==> src/rtl/div_n8_cc8.sv <==
// ============================================================================
// div_n8_cc8 : constant-time restoring divider, serial dividend (MSB first)
// Rev 1.0
// ============================================================================
`default_nettype none

module div_n8_cc8 #(
   parameter int N = 8
) (
   input  logic           clk,
   input  logic           rst,
   input  logic           start,
   input  logic [N-1:0]   g_input,
   input  logic           e_input,
   output logic [2*N-1:0] o,
   output logic           busy,
   output logic           done,
   output logic           div_by_zero
);

   localparam int CW = (N > 1) ? $clog2(N) : 1;

   localparam logic [0:0] S_IDLE = 1'b0;
   localparam logic [0:0] S_RUN  = 1'b1;

   logic [0:0]     state_q, state_d;
   logic [N-1:0]   d_q, d_d;
   logic [N-1:0]   r_q, r_d;
   logic [N-1:0]   q_q, q_d;
   logic [CW-1:0]  cnt_q, cnt_d;
   logic           z_q, z_d;
   logic [2*N-1:0] o_q, o_d;
   logic           done_q, done_d;
   logic           dbz_q, dbz_d;

   // One restoring step; the start cycle uses zeroed R/Q and the live divisor.
   logic [N-1:0]   r_in, q_in, d_cur, r_new, q_new;
   logic [N:0]     t;
   logic           ge;

   always_comb begin
      r_in  = (state_q == S_RUN) ? r_q : '0;
      q_in  = (state_q == S_RUN) ? q_q : '0;
      d_cur = (state_q == S_RUN) ? d_q : g_input;
      t     = {r_in, e_input};
      ge    = (t >= {1'b0, d_cur});
      r_new = ge ? (t[N-1:0] - d_cur) : t[N-1:0];
      q_new = {q_in[N-2:0], ge};
   end

   always_comb begin
      state_d = state_q;
      d_d     = d_q;
      r_d     = r_q;
      q_d     = q_q;
      cnt_d   = cnt_q;
      z_d     = z_q;
      o_d     = o_q;
      done_d  = 1'b0;
      dbz_d   = dbz_q;
      case (state_q)
         S_IDLE: begin
            if (start) begin
               d_d   = g_input;
               z_d   = (g_input == '0);
               r_d   = r_new;
               q_d   = q_new;
               cnt_d = CW'(1);
               if (N == 1) begin
                  o_d    = {r_new, q_new};
                  dbz_d  = (g_input == '0);
                  done_d = 1'b1;
               end else begin
                  state_d = S_RUN;
               end
            end
         end
         default: begin
            r_d   = r_new;
            q_d   = q_new;
            cnt_d = cnt_q + CW'(1);
            if (cnt_q == CW'(N - 1)) begin
               state_d = S_IDLE;
               o_d     = {r_new, q_new};
               dbz_d   = z_q;
               done_d  = 1'b1;
            end
         end
      endcase
   end

   always_ff @(posedge clk) begin
      if (rst) begin
         state_q <= S_IDLE;
         d_q     <= '0;
         r_q     <= '0;
         q_q     <= '0;
         cnt_q   <= '0;
         z_q     <= 1'b0;
         o_q     <= '0;
         done_q  <= 1'b0;
         dbz_q   <= 1'b0;
      end else begin
         state_q <= state_d;
         d_q     <= d_d;
         r_q     <= r_d;
         q_q     <= q_d;
         cnt_q   <= cnt_d;
         z_q     <= z_d;
         o_q     <= o_d;
         done_q  <= done_d;
         dbz_q   <= dbz_d;
      end
   end

   assign o           = o_q;
   assign busy        = (state_q == S_RUN);
   assign done        = done_q;
   assign div_by_zero = dbz_q;

endmodule

`default_nettype wire

==> config.mk <==
export PLATFORM = sky130hd
export DESIGN_NAME = div_n8_cc8
export DESIGN_NICKNAME = d
export VERILOG_FILES = /design/src/rtl/div_n8_cc8.sv
export SDC_FILE = /design/constraint.sdc
export NUM_CORES = 1
export LEC_CHECK = 0
export ABC_AREA = 1
export CORE_MARGIN = 5
export CORE_UTILIZATION = 40
export CTS_BUF_LIST = sky130_fd_sc_hd__clkbuf_8
export CTS_CLUSTER_DIAMETER = 100
export DETAILED_ROUTE_END_ITERATION = 7
export GPL_ROUTABILITY_DRIVEN = 1
export PLACE_DENSITY = 0.71
export SLEW_MARGIN = 15
export SYNTH_ARGS = -nofsm -noshare
export SYNTH_HDL_FRONTEND = slang
export SYNTH_SLANG_ARGS = --single-unit
==> constraint.sdc <==
create_clock -name clk -period 2.2 [get_ports clk]
set_input_delay 0.44 -clock clk [delete_from_list [all_inputs] [get_ports clk]]
set_output_delay 0.44 -clock clk [all_outputs]
set_load 0.1 [all_outputs]
After elaboration in Yosys (flattened, before gate mapping)
Index checks and enable logic that the tools add are counted.
Word-level totals
  logic and storage cells: 33
  input port bits: 12
  output and inout bits: 19
  bits in registers: 46
Cells by class
  magnitude comparators: 1
  add/subtract/negate cells: 2
  equal/unequal tests: 1
  bitwise logic cells: 1
  reduce and logical (&&, ||, !) cells: 5
  mux-type cells: 14
Operator list (number)
  $mux 8: 5
  $mux 7: 3
  $ge 9x8->1: 1
  $logic_not 8->1: 1
  $sub 8x8->8: 1
  $mux 3: 2
  $mux 1: 4
  $reduce_and 2->1: 2
  $add 3x1->3 const B: 1
  $eq 3x3->1 const B: 1
  $reduce_bool 2->1: 1
  $reduce_or 2->1: 1
  $not 1->1: 1

Logic depth before layout (Yosys ltp)
Gate-level depths: netlist of run 1.
  word-level depth: 5
  mapped depth: 16
  gate-level depth less buffers: 15

Worst setup path before layout of run 1
Ideal clock, no wire load.
  path kind: reg2reg
  start: register state_q, in the netlist busy
  end: register r_q[7]
  clock period less this slack: 2.946 ns
  arrival: 2.836 ns
  required time: 2.091 ns
  cell stages (with the launch flop): 16
  slack: -0.746 ns
  buffers on the path: 3
  setup time: 0.109 ns
  cells stage by stage: dfxtp_1 buf_4 buf_2 buf_2 nand2_1 o21ai_0 ha_1 or2_1 nand3_2 nand2_1 nand2_4 nand2_4 nand2_1 nand3_1 nand2_1 inv_1
Between the ends
  word-level cells in the longest chain between the ends: 5
  elaborated cells between the ends (all ways): 8
  classes of those cells: add/sub (1); order compare (1); mux (5); reduce/logical (1)
RTL lines
  start: declaration: line 26  | logic [0:0] state_q, state_d;
  start signal: assignment: line 104  | state_q <= state_d;
  $mux 8, on equally long branches: line 42, 44
  $sub 8x8->8 / $ge 9x8->1 (equally long branches): line 47, 46
  $mux 8: line 47  | r_new = ge ? (t[N-1:0] - d_cur) : t[N-1:0];
  $mux 8: line 63  | if (start) begin
  $mux 8: line 61  | case (state_q)
  end signal: assignment: line 106  | r_q <= r_d;
  end: declaration: line 28  | logic [N-1:0] r_q, r_d;
Parallel ways exist; a longest one is shown, timed or not. The select of a mux whose other input is x is not followed.
A chain may end at the register's enable or synchronous reset.

Worst setup path in the final report of run 1
  start: input port g_input[5]
  end: register r_q[1]
Between the ends
  word-level cells in the longest chain between the ends: 5
RTL lines
  start: declaration: line 13  | input logic [N-1:0] g_input,
  $mux 8 (*): line 44  | d_cur = (state_q == S_RUN) ? d_q : g_input;
  $ge 9x8->1 (*): line 46  | ge = (t >= {1'b0, d_cur});
  $mux 8 (*): line 47
  $mux 8: line 63
  $mux 8 (*): line 61
Mark *: on every way between the ends. The rest lies on a longest branch, timed or not. The select of a mux whose other input is x is not followed.

==> out/metrics.cfg, run 1 <==
[floorplan]
die_w_um = 86.2
design.core.area_um2 = 5570
die_area_um2 = 7440
start_util_pct = 41.7
num_rows = 27
die_y_um = 86.2
ioPinCount = 31

[global_route]
grt_antenna_before_repair = 0
track_usage_pct = 16.1
grt_pass1_vias = 2138
grt.overflow.total = 0
grt_pass1_wl_mm = 9.54
grt_max_degree = 20

[route]
first_pass_iters = 4
routed_wirelength_mm = 5.55
drtAntennaViolNets = 0
drt_iter0_drc = 86
vias_per_cell = 4.76
routedWlPerCell_um = 12.0
num_vias = 2194
drc_errors = 0

[sta]
drv_slew = 0
finalCritPeriodShare_pct = 95.4
tightest_slew_ns = 0.710
slew_headroom_pct = 52.6
skew_ns = 0.00692
tns_ns = 0
max_freq_mhz = 477
hold_ws_ns = 0.455
hold_viol = 0
setup_viol = 0
fin_crit_ns = 2.10

[final_layout]
nNetsFinal = 411
synthToLayoutAreaGrowth_pct = 30.4
stdcell_area_um2 = 3030
insertedDiodeCount = 0
n_fill_cell = 542
finish.utilization_pct = 54.4
drive_gt1_share_pct = 20.3

[yosys]
synth_top_area_cell = dfxtp_1
yosys.cell_types.count = 30
synth_edf_count = 0
synth_area_leaders = dfxtp_1, nand2_1, inv_1
synth-seq-area-share_pct = 39.6
syn_area_um2 = 2320
synth_top_area_share_pct = 39.6
yosys.cell_count.top_type = nand2_1
yosysWarnings = 0
avgSynthCellArea_um2 = 6.96
synthCells = 334
synth_common_cells = nand2_1, dfxtp_1, inv_1
synth_ff_type = dfxtp_1
ys_ff_latch = 46
async_flop_share_pct = 0
syn_nets = 357

[setup_path]
crit_path_end_kind = register
arrival_ns = 2.31
crit_fanout = 7
path_class = in2reg
critPathLaunchType = primary input
required_ns = 2.42

[clock_tree]
cts.path.max_buffers = 2
numCtsBuffers = 5
root_buffer = clkbuf_8
cts_sinks = 46
hold_buffers = 0
clk_pin_slew_ns = 0.09
htreeDepth = 2
clk_latency_ns = 0.30
cts_tree = yes

[power]
clock_power_share_pct = 33.2
vdd_drop_max_mv = 0.427
p_seq_share_pct = 45.2
p_leak_nw = 1.60
finalPower_mw = 1.94
p_sw_share_pct = 28.7
p_int_mw = 1.38
switchingPower_uw = 557
p_per_area_nw_per_um2 = 640
combPwrFrac_pct = 21.6

[placement]
dpl.hpwl_mm = 4.03
place_congestion = 0.920
dpl-instance-area_um2 = 2820
port_buffers = 30

[min_path]
hp-class = reg2reg

[status]
outcome = finished, final reports clean

[flow_run]
drv_cap = 0

final timing paths:
path,start,end,slack (ns),depth (start not counted)
worst min-delay path,o[1]$_SDFFE_PP0P_,o[1]$_SDFFE_PP0P_,0.45,2
worst max-delay path,g_input[5],r_q[1]$_SDFFE_PP0P_,0.10,13
worst min register to register,o[1]$_SDFFE_PP0P_,o[1]$_SDFFE_PP0P_,0.45,2
worst max register to register,busy$_SDFF_PP0_,r_q[4]$_SDFFE_PP0P_,0.14,13
stage by stage:
step	worst slack (ns)	instances
6_report	0.102	461
2_1_floorplan	-0.0750	334
4_1_cts	0.0454	458
5_1_grt	-0.00753	461
3_5_place_dp	-0.325	449
3_3_place_gp	-0.311	449
placed cells by master, fill, tap and decap left out:
master	netlist	layout
nor4_1	1	1
ha_4	0	1
ha_1	10	8
or2_1	1	1
ha_2	0	1
nor3_1	2	2
a22o_1	8	8
buf_12	0	2
a211oi_1	2	2
buf_4	1	45
nor2_4	1	1
nand2_4	2	2
a21oi_2	1	1
clkdlybuf4s50_1	0	8
xnor2_1	1	1
nand4_1	1	1
inv_6	0	1
nand2_2	0	5
o21ai_1	1	6
dfxtp_1	46	45
nand3_2	1	4
dlymetal6s2s_1	0	3
a21oi_1	20	20
dfxtp_4	0	1
inv_1	41	41
o21ai_0	15	9
nor2_1	23	23
nor2_8	1	1
inv_4	0	1
o21ai_2	1	2
nand3_1	23	20
clkbuf_8	0	5
fa_2	0	1
xor2_1	2	2
clkinv_2	0	1
nand2_1	113	108
buf_6	0	1
clkinv_1	1	1
nor2_2	2	2
bufinv_16	0	1
routing by layer:
layer | track usage [%] | routed length [um] | share of wire [%]
met5 | 0 | 0 | 0
met4 | 5.10 | 83 | 1.5
met3 | 4.18 | 223 | 4.0
met2 | 26.3 | 2630 | 47
met1 | 20.7 | 2610 | 47
cell families (layout without fill, tap and decap cells):
| logic type | count (synthesis) | after routing | share of synthesized area, % |
|---|---|---|---|
| AO/OA/AOI/OAI | 48 | 48 | 12.2 |
| XOR/XNOR | 3 | 3 | 1.13 |
| adder cells (fa/ha/maj) | 11 | 11 | 6.24 |
| buffers and inverters | 55 | 110 | 9.42 |
| flip-flops | 46 | 46 | 39.6 |
| AND/OR/NAND/NOR | 171 | 171 | 31.4 |
registers in the layout, indices dropped and copies added (netlist names):
signal and count:
o 16, d_q 8, r_q 8, q_q 7, cnt_q 3, busy 1
div_by_zero 1, done 1, z_q 1
repair_timing:
item / in CTS / in global routing
endpoints found under the setup margin: 4 / 16
endpoints found under the hold margin: 0 / 0
pin swaps: 1 / 10
gates resized for setup: 2 / 17
buffers inserted: 1 / 3
area by class of cell:
cell class / count / area, um2 / area share (%)
Multi-Input combinational cell: 233 / 1230 / 40.7
Clock inverter: 3 / 43.8 / 1.44
Tap cell: 72 / 90.1 / 2.97
Sequential cell: 46 / 925 / 30.5
Inverter: 43 / 164 / 5.41
Clock buffer: 5 / 68.8 / 2.27
Timing Repair Buffer: 59 / 507 / 16.7
power groups by stage:
stage / logic (mW) / registers (mW) / clock network (mW)
2_1_floorplan: 0.251 / 0.902 / 0
3_3_place_gp: 0.377 / 0.903 / 0
3_5_place_dp: 0.381 / 0.904 / 0
4_1_cts: 0.392 / 0.881 / 0.658
5_1_grt: 0.467 / 0.882 / 0.701
6_report: 0.419 / 0.878 / 0.645
worst max-delay path: stages:
cell and delay, ns:
clkdlybuf4s50_1 0.48, o21ai_1 0.08, ha_1 0.37, nand2_2 0.07, nor2_1 0.11, nand2_1 0.09, nor2_4 0.17, nor2_8 0.07
buf_4 0.14, nand3_1 0.09, nand3_1 0.08, nand2_1 0.08, inv_1 0.03
Power figures use the tool's default switching activity.
==> run 2: changes to the inputs <==
CAP_MARGIN = 30   (was default)
GPL_ROUTABILITY_DRIVEN = default   (was 1)
PLACE_DENSITY = 0.69   (was 0.71)
clock period = 2.6 ns   (was 2.2 ns; I/O delays follow)
==> run 2 against run 1 <==
  * Combinational power down 33%
  * Count of clock-buffer cells in the layout is the same
  * Die area stayed put
  * First-iteration DRC count up 59%
  * Total power decreased by 25%
  * Critical path depth stayed put
  * Hold slack got worse by 0.0020 ns
  * Final cell count shrank 5.2%
  * Worst setup slack improved by 0.20 ns
  * Clock power decreased by 32%
  * Sequential power down 15%
  * Largest power group unchanged
==> out/metrics.cfg, run 2 (synthesis results as in run 1) <==
[power]
clock_power_share_pct = 29.9  ; -3.3 points
p_int_mw = 1.02  ; -26%
p_per_area_nw_per_um2 = 535  ; -16%
p_sw_share_pct = 30.4  ; +1.6 points
p_seq_share_pct = 51.0  ; +5.8 points
p_leak_nw = 1.44  ; -10%
vdd_drop_max_mv = 0.290  ; -32%
combPwrFrac_pct = 19.1  ; -2.5 points
switchingPower_uw = 445  ; -20%

[setup_path]
r2r-start = busy$_SDFF_PP0_
crit_path_end_kind = register
arrival_ns = 2.51  ; +0.20 ns
r2r-end = r_q[5]$_SDFFE_PP0P_
required_ns = 2.81  ; +0.39 ns
critPathLaunchType = primary input
r2r_slack_ns = 0.30  ; +0.16 ns
crit_fanout = 10  ; +3
worstRegToRegCells = 14  ; +1
path_class = in2reg

[sta]
tightest_slew_ns = 0.732  ; +0.0218 ns
setup_viol = 0  ; unchanged
drv_slew = 0  ; unchanged
slew_headroom_pct = 51.1  ; -1.5 points
hold_viol = 0  ; unchanged
finalCritPeriodShare_pct = 88.6
skew_ns = 0.00498  ; -0.00194 ns
tns_ns = 0  ; unchanged
max_freq_mhz = 434
rsz0062_at_grt = no
fin_crit_ns = 2.30

[clock_tree]
htreeDepth = 2  ; unchanged
root_buffer = clkbuf_8
cts.path.max_buffers = 2  ; unchanged
numCtsBuffers = 5  ; unchanged
cts_tree = yes
clk_latency_ns = 0.30  ; about the same
cts_setup_buffers = 0  ; -1
clk_pin_slew_ns = 0.09  ; about the same
cts_sinks = 46  ; unchanged

[min_path]
hp-class = reg2reg
hold_depth = 2  ; unchanged
hp-start = d_q[1]$_SDFFE_PP0P_
min_to = d_q[1]$_SDFFE_PP0P_

[floorplan]
ioPinCount = 31  ; unchanged
die_area_um2 = 7440  ; unchanged
num_rows = 27  ; unchanged
die_y_um = 86.2  ; unchanged
design.core.area_um2 = 5570  ; unchanged
start_util_pct = 41.7  ; unchanged
die_w_um = 86.2  ; unchanged

[placement]
place_congestion = 0.862  ; -6.3%
port_buffers = 30  ; unchanged
dp_cells = 429  ; -4.5%
dpl.hpwl_mm = 4.08  ; +1.1%

[final_layout]
nNetsFinal = 387  ; -5.8%
insertedDiodeCount = 0  ; unchanged
layout_commonest_cell = nand2_1
final_cells = 437  ; -5.2%
layout_common_cells = nand2_1, dfxtp_1, inv_1, buf_4
drive_gt1_share_pct = 11.5  ; -8.8 points
largest_register_ffs = 16  ; unchanged
n_fill_cell = 562  ; +3.7%
synthToLayoutAreaGrowth_pct = 17.8

[global_route]
grt_max_degree = 25  ; +25%
track_usage_pct = 15.2  ; -0.86 points
grt_pass1_wl_mm = 9.19  ; -3.7%
grt_antenna_before_repair = 0  ; unchanged
grt_pass1_vias = 1937  ; -9.4%
grt.overflow.total = 0  ; unchanged

[route]
drt_iter0_drc = 137  ; +59%
drtAntennaViolNets = 0  ; unchanged
num_vias = 2135  ; -2.7%
vias_per_cell = 4.89  ; +2.7%
routedWlPerCell_um = 12.2  ; +1.4%
drc_errors = 0  ; unchanged
routed_wirelength_mm = 5.33  ; -3.9%
first_pass_iters = 4  ; unchanged

[flow_run]
drv_cap = 0  ; unchanged

[status]
outcome = finished, final reports clean

## run 2: cell types whose count changed in the layout (fill, tap and decap cells not counted), sizes merged
cell	delta
buf	-24
bufinv	-1
clkdlybuf4s50	+3
clkinv	+1
dlymetal6s2s	-3
## run 2: timing repair
item | CTS | global route
hold buffers | 0 | 0
setup endpoints to repair | 0 | 1
gates resized for setup | 0 | 1
## run 2: power by group through the flow
stage	clock network, mW	registers [mW]	logic (mW)
2_1_floorplan	0	0.763	0.205
3_3_place_gp	0	0.763	0.278
3_5_place_dp	0	0.764	0.281
4_1_cts	0.454	0.748	0.282
5_1_grt	0.486	0.751	0.320
6_report	0.438	0.748	0.280
## run 2: routing by layer
layer	routed length [um]	GRT usage [%]	vias to the layer above
met3	229	3.42	9
met5	0	0	-
met1	2560	20.6	966
met2	2460	24.3	45
li1	-	-	1115
met4	85	4.11	0
## run 2: per-stage QoR
| stage | hold WS [ns] | power (mW) | cell area [um2] | worst slack, ns | utilization, % |
|---|---|---|---|---|---|
| 2_1_floorplan | 0.424 | 0.968 | 2330 | 0.151 | - |
| 3_3_place_gp | 0.435 | 1.04 | 2650 | -0.0542 | 47.6 |
| 3_5_place_dp | 0.443 | 1.04 | 2650 | -0.0511 | 47.6 |
| 4_1_cts | 0.459 | 1.48 | 2740 | 0.269 | 49.1 |
| 5_1_grt | 0.473 | 1.56 | 2740 | 0.0392 | 49.1 |
| 6_report | 0.453 | 1.47 | 2740 | 0.297 | 49.1 |
## run 2: final cells by class
class | count | area [um2] | area share (%)
tap | 72 | 90.1 | 3.29
timing repair buffer | 35 | 290 | 10.6
sequential | 46 | 925 | 33.8
clock inverter | 3 | 17.5 | 0.640
inverter | 43 | 161 | 5.90
multi-input combinational | 233 | 1180 | 43.3
clock buffer | 5 | 68.8 | 2.51
## run 2: worst max path at each step
| stage | from | to | slack, ns |
|---|---|---|---|
| 2_1_floorplan | busy$_SDFF_PP0_ | r_q[7]$_SDFFE_PP0P_ | 0.15 |
| 5_1_grt | busy$_SDFF_PP0_ | r_q[1]$_SDFFE_PP0P_ | 0.04 |
| 6_report | g_input[6] | r_q[5]$_SDFFE_PP0P_ | 0.30 |
| 3_3_place_gp | g_input[1] | o[15]$_SDFFE_PP0P_ | -0.05 |
| 3_5_place_dp | g_input[1] | o[15]$_SDFFE_PP0P_ | -0.05 |
| 4_1_cts | g_input[1] | o[15]$_SDFFE_PP0P_ | 0.27 |
## run 2: worst max-delay path: stages
cell and delay [ns]:
clkdlybuf4s50_1 0.42, o21ai_0 0.24, ha_1 0.34, nand2_1 0.09
nand2_1 0.07, nand2_1 0.07, nand2_1 0.12, nor2_8 0.21
nand2_4 0.12, nand2_1 0.11, nand3_1 0.07, nand2_1 0.09
inv_1 0.04
==> run 3: changes to the inputs <==
PLACE_DENSITY = 0.59   (was 0.69)
clock period = 2.8 ns   (was 2.6 ns; I/O delays follow)
==> run 3 against run 2 <==
  * Final cell count decreased by 0.23%
  * Clock skew increased by 0.0014 ns
  * Clock power about the same
  * Sequential cell count unchanged
  * Non-clock buffer count decreased by 1
  * Sequential power decreased by 7.4%
  * Critical endpoint is now r_q[7]$_SDFFE_PP0P_
  * Largest cell class unchanged
==> out/metrics.cfg, run 3 (synthesis results as in run 1) <==
[status]
outcome = finished, final reports clean

[floorplan]
die_y_um = 86.2  ; unchanged
num_rows = 27  ; unchanged
ioPinCount = 31  ; unchanged
die_w_um = 86.2  ; unchanged
start_util_pct = 41.7  ; unchanged
die_area_um2 = 7440  ; unchanged
design.core.area_um2 = 5570  ; unchanged

[setup_path]
crit_fanout = 10  ; unchanged
critPathLaunchType = primary input
crit_path_end_kind = register
arrival_ns = 2.58  ; +0.07 ns
required_ns = 3.01  ; +0.20 ns
path_class = in2reg

[placement]
dpl.hpwl_mm = 3.89  ; -4.5%
dpl-instance-area_um2 = 2640  ; -0.38%
place_congestion = 0.846  ; -1.9%
port_buffers = 30  ; unchanged

[final_layout]
n_fill_cell = 584  ; +3.9%
stdcell_area_um2 = 2740  ; about the same
insertedDiodeCount = 0  ; unchanged
nNetsFinal = 386  ; -0.26%
largest_register_ffs = 16  ; unchanged
synthToLayoutAreaGrowth_pct = 17.7  ; about the same
layout_common_cells = nand2_1, dfxtp_1, inv_1
drive_gt1_share_pct = 11.3  ; -0.24 points
layout_commonest_cell = nand2_1

[clock_tree]
cts_setup_buffers = 0  ; unchanged
clk_latency_ns = 0.30  ; about the same
clk_pin_slew_ns = 0.09  ; about the same
htreeDepth = 2  ; unchanged
numCtsBuffers = 5  ; unchanged
hold_buffers = 0  ; unchanged
cts_sinks = 46  ; unchanged
cts_resized = 0  ; unchanged
cts_tree = yes
cts.path.max_buffers = 2  ; unchanged
root_buffer = clkbuf_8

[global_route]
track_usage_pct = 15.3  ; +0.11 points
grt.overflow.total = 0  ; unchanged
grt_max_degree = 23  ; -8.0%
grt_pass1_vias = 1961  ; +1.2%
grt_pass1_wl_mm = 9.12  ; -0.75%
grt_antenna_before_repair = 0  ; unchanged

[sta]
skew_ns = 0.00634  ; +0.00136 ns
slew_headroom_pct = 49.4  ; -1.7 points
max_freq_mhz = 421
setup_viol = 0  ; unchanged
fin_crit_ns = 2.37
rsz0062_at_grt = no
finalCritPeriodShare_pct = 84.7
tns_ns = 0  ; unchanged
drv_slew = 0  ; unchanged
hold_viol = 0  ; unchanged
tightest_slew_ns = 0.758  ; +0.0259 ns

[route]
first_pass_iters = 4  ; unchanged
vias_per_cell = 4.75  ; -2.7%
drc_errors = 0  ; unchanged
drt_iter0_drc = 119  ; -13%
routed_wirelength_mm = 5.25  ; -1.6%
num_vias = 2073  ; -2.9%
routedWlPerCell_um = 12.0  ; -1.3%
drtAntennaViolNets = 0  ; unchanged

[power]
p_per_area_nw_per_um2 = 507  ; -5.2%
p_leak_nw = 1.44  ; about the same
vdd_drop_max_mv = 0.372  ; +28%

[flow_run]
drv_cap = 0  ; unchanged

[min_path]
hp-class = reg2reg

## run 3: worst paths after layout
kind / from / to / slack, ns / depth (start not counted)
worst min register to register: o[13]$_SDFFE_PP0P_ / o[13]$_SDFFE_PP0P_ / 0.45 / 2
worst max-delay path: g_input[1] / r_q[7]$_SDFFE_PP0P_ / 0.43 / 13
worst min-delay path: o[13]$_SDFFE_PP0P_ / o[13]$_SDFFE_PP0P_ / 0.45 / 2
worst max register to register: busy$_SDFF_PP0_ / r_q[7]$_SDFFE_PP0P_ / 0.52 / 13
## run 3: cell type report
cell class	instances	area, um2	share of cell area [%]
clock buffer	6	82.6	3.02
clock inverter	2	12.5	0.457
inverter	43	161	5.90
multi-input combinational	233	1180	43.3
sequential	46	922	33.7
tap	72	90.1	3.29
timing repair buffer	34	283	10.3
## run 3: per-layer routing
metal	global-route usage, %	part of all wire (%)
met1	20.8	51
met3	3.90	3.8
met4	3.82	1.0
met2	24.3	45
met5	0	0
## run 3: stage by stage
step / setup slack, ns / cells / power (mW) / hold slack (ns) / utilization [%]
after CTS: 0.412 / 436 / 1.40 / 0.455 / 49.1
after detailed placement: 0.0825 / 428 / 0.969 / 0.440 / 47.4
after floorplan: 0.190 / 334 / 0.899 / 0.424 / -
after global routing: 0.189 / 436 / 1.48 / 0.480 / 49.1
final: 0.427 / 436 / 1.39 / 0.452 / 49.1
after global placement: 0.140 / 428 / 0.969 / 0.439 / 47.4
## run 3: critical path: stages
cell	delay (ns)
clkdlybuf4s50_1	0.45
o21ai_0	0.38
ha_1	0.32
nand2_1	0.07
nand2_1	0.09
nand3_2	0.08
nand2_1	0.09
nand2_4	0.13
nand2_4	0.10
nand2_1	0.10
nand3_1	0.08
nand2_1	0.08
inv_1	0.03
## run 3: power by group
group          internal [mW]  switching, mW
clock network          0.201          0.234
logic                 0.0951          0.166
registers              0.678         0.0152
total                  0.974          0.415
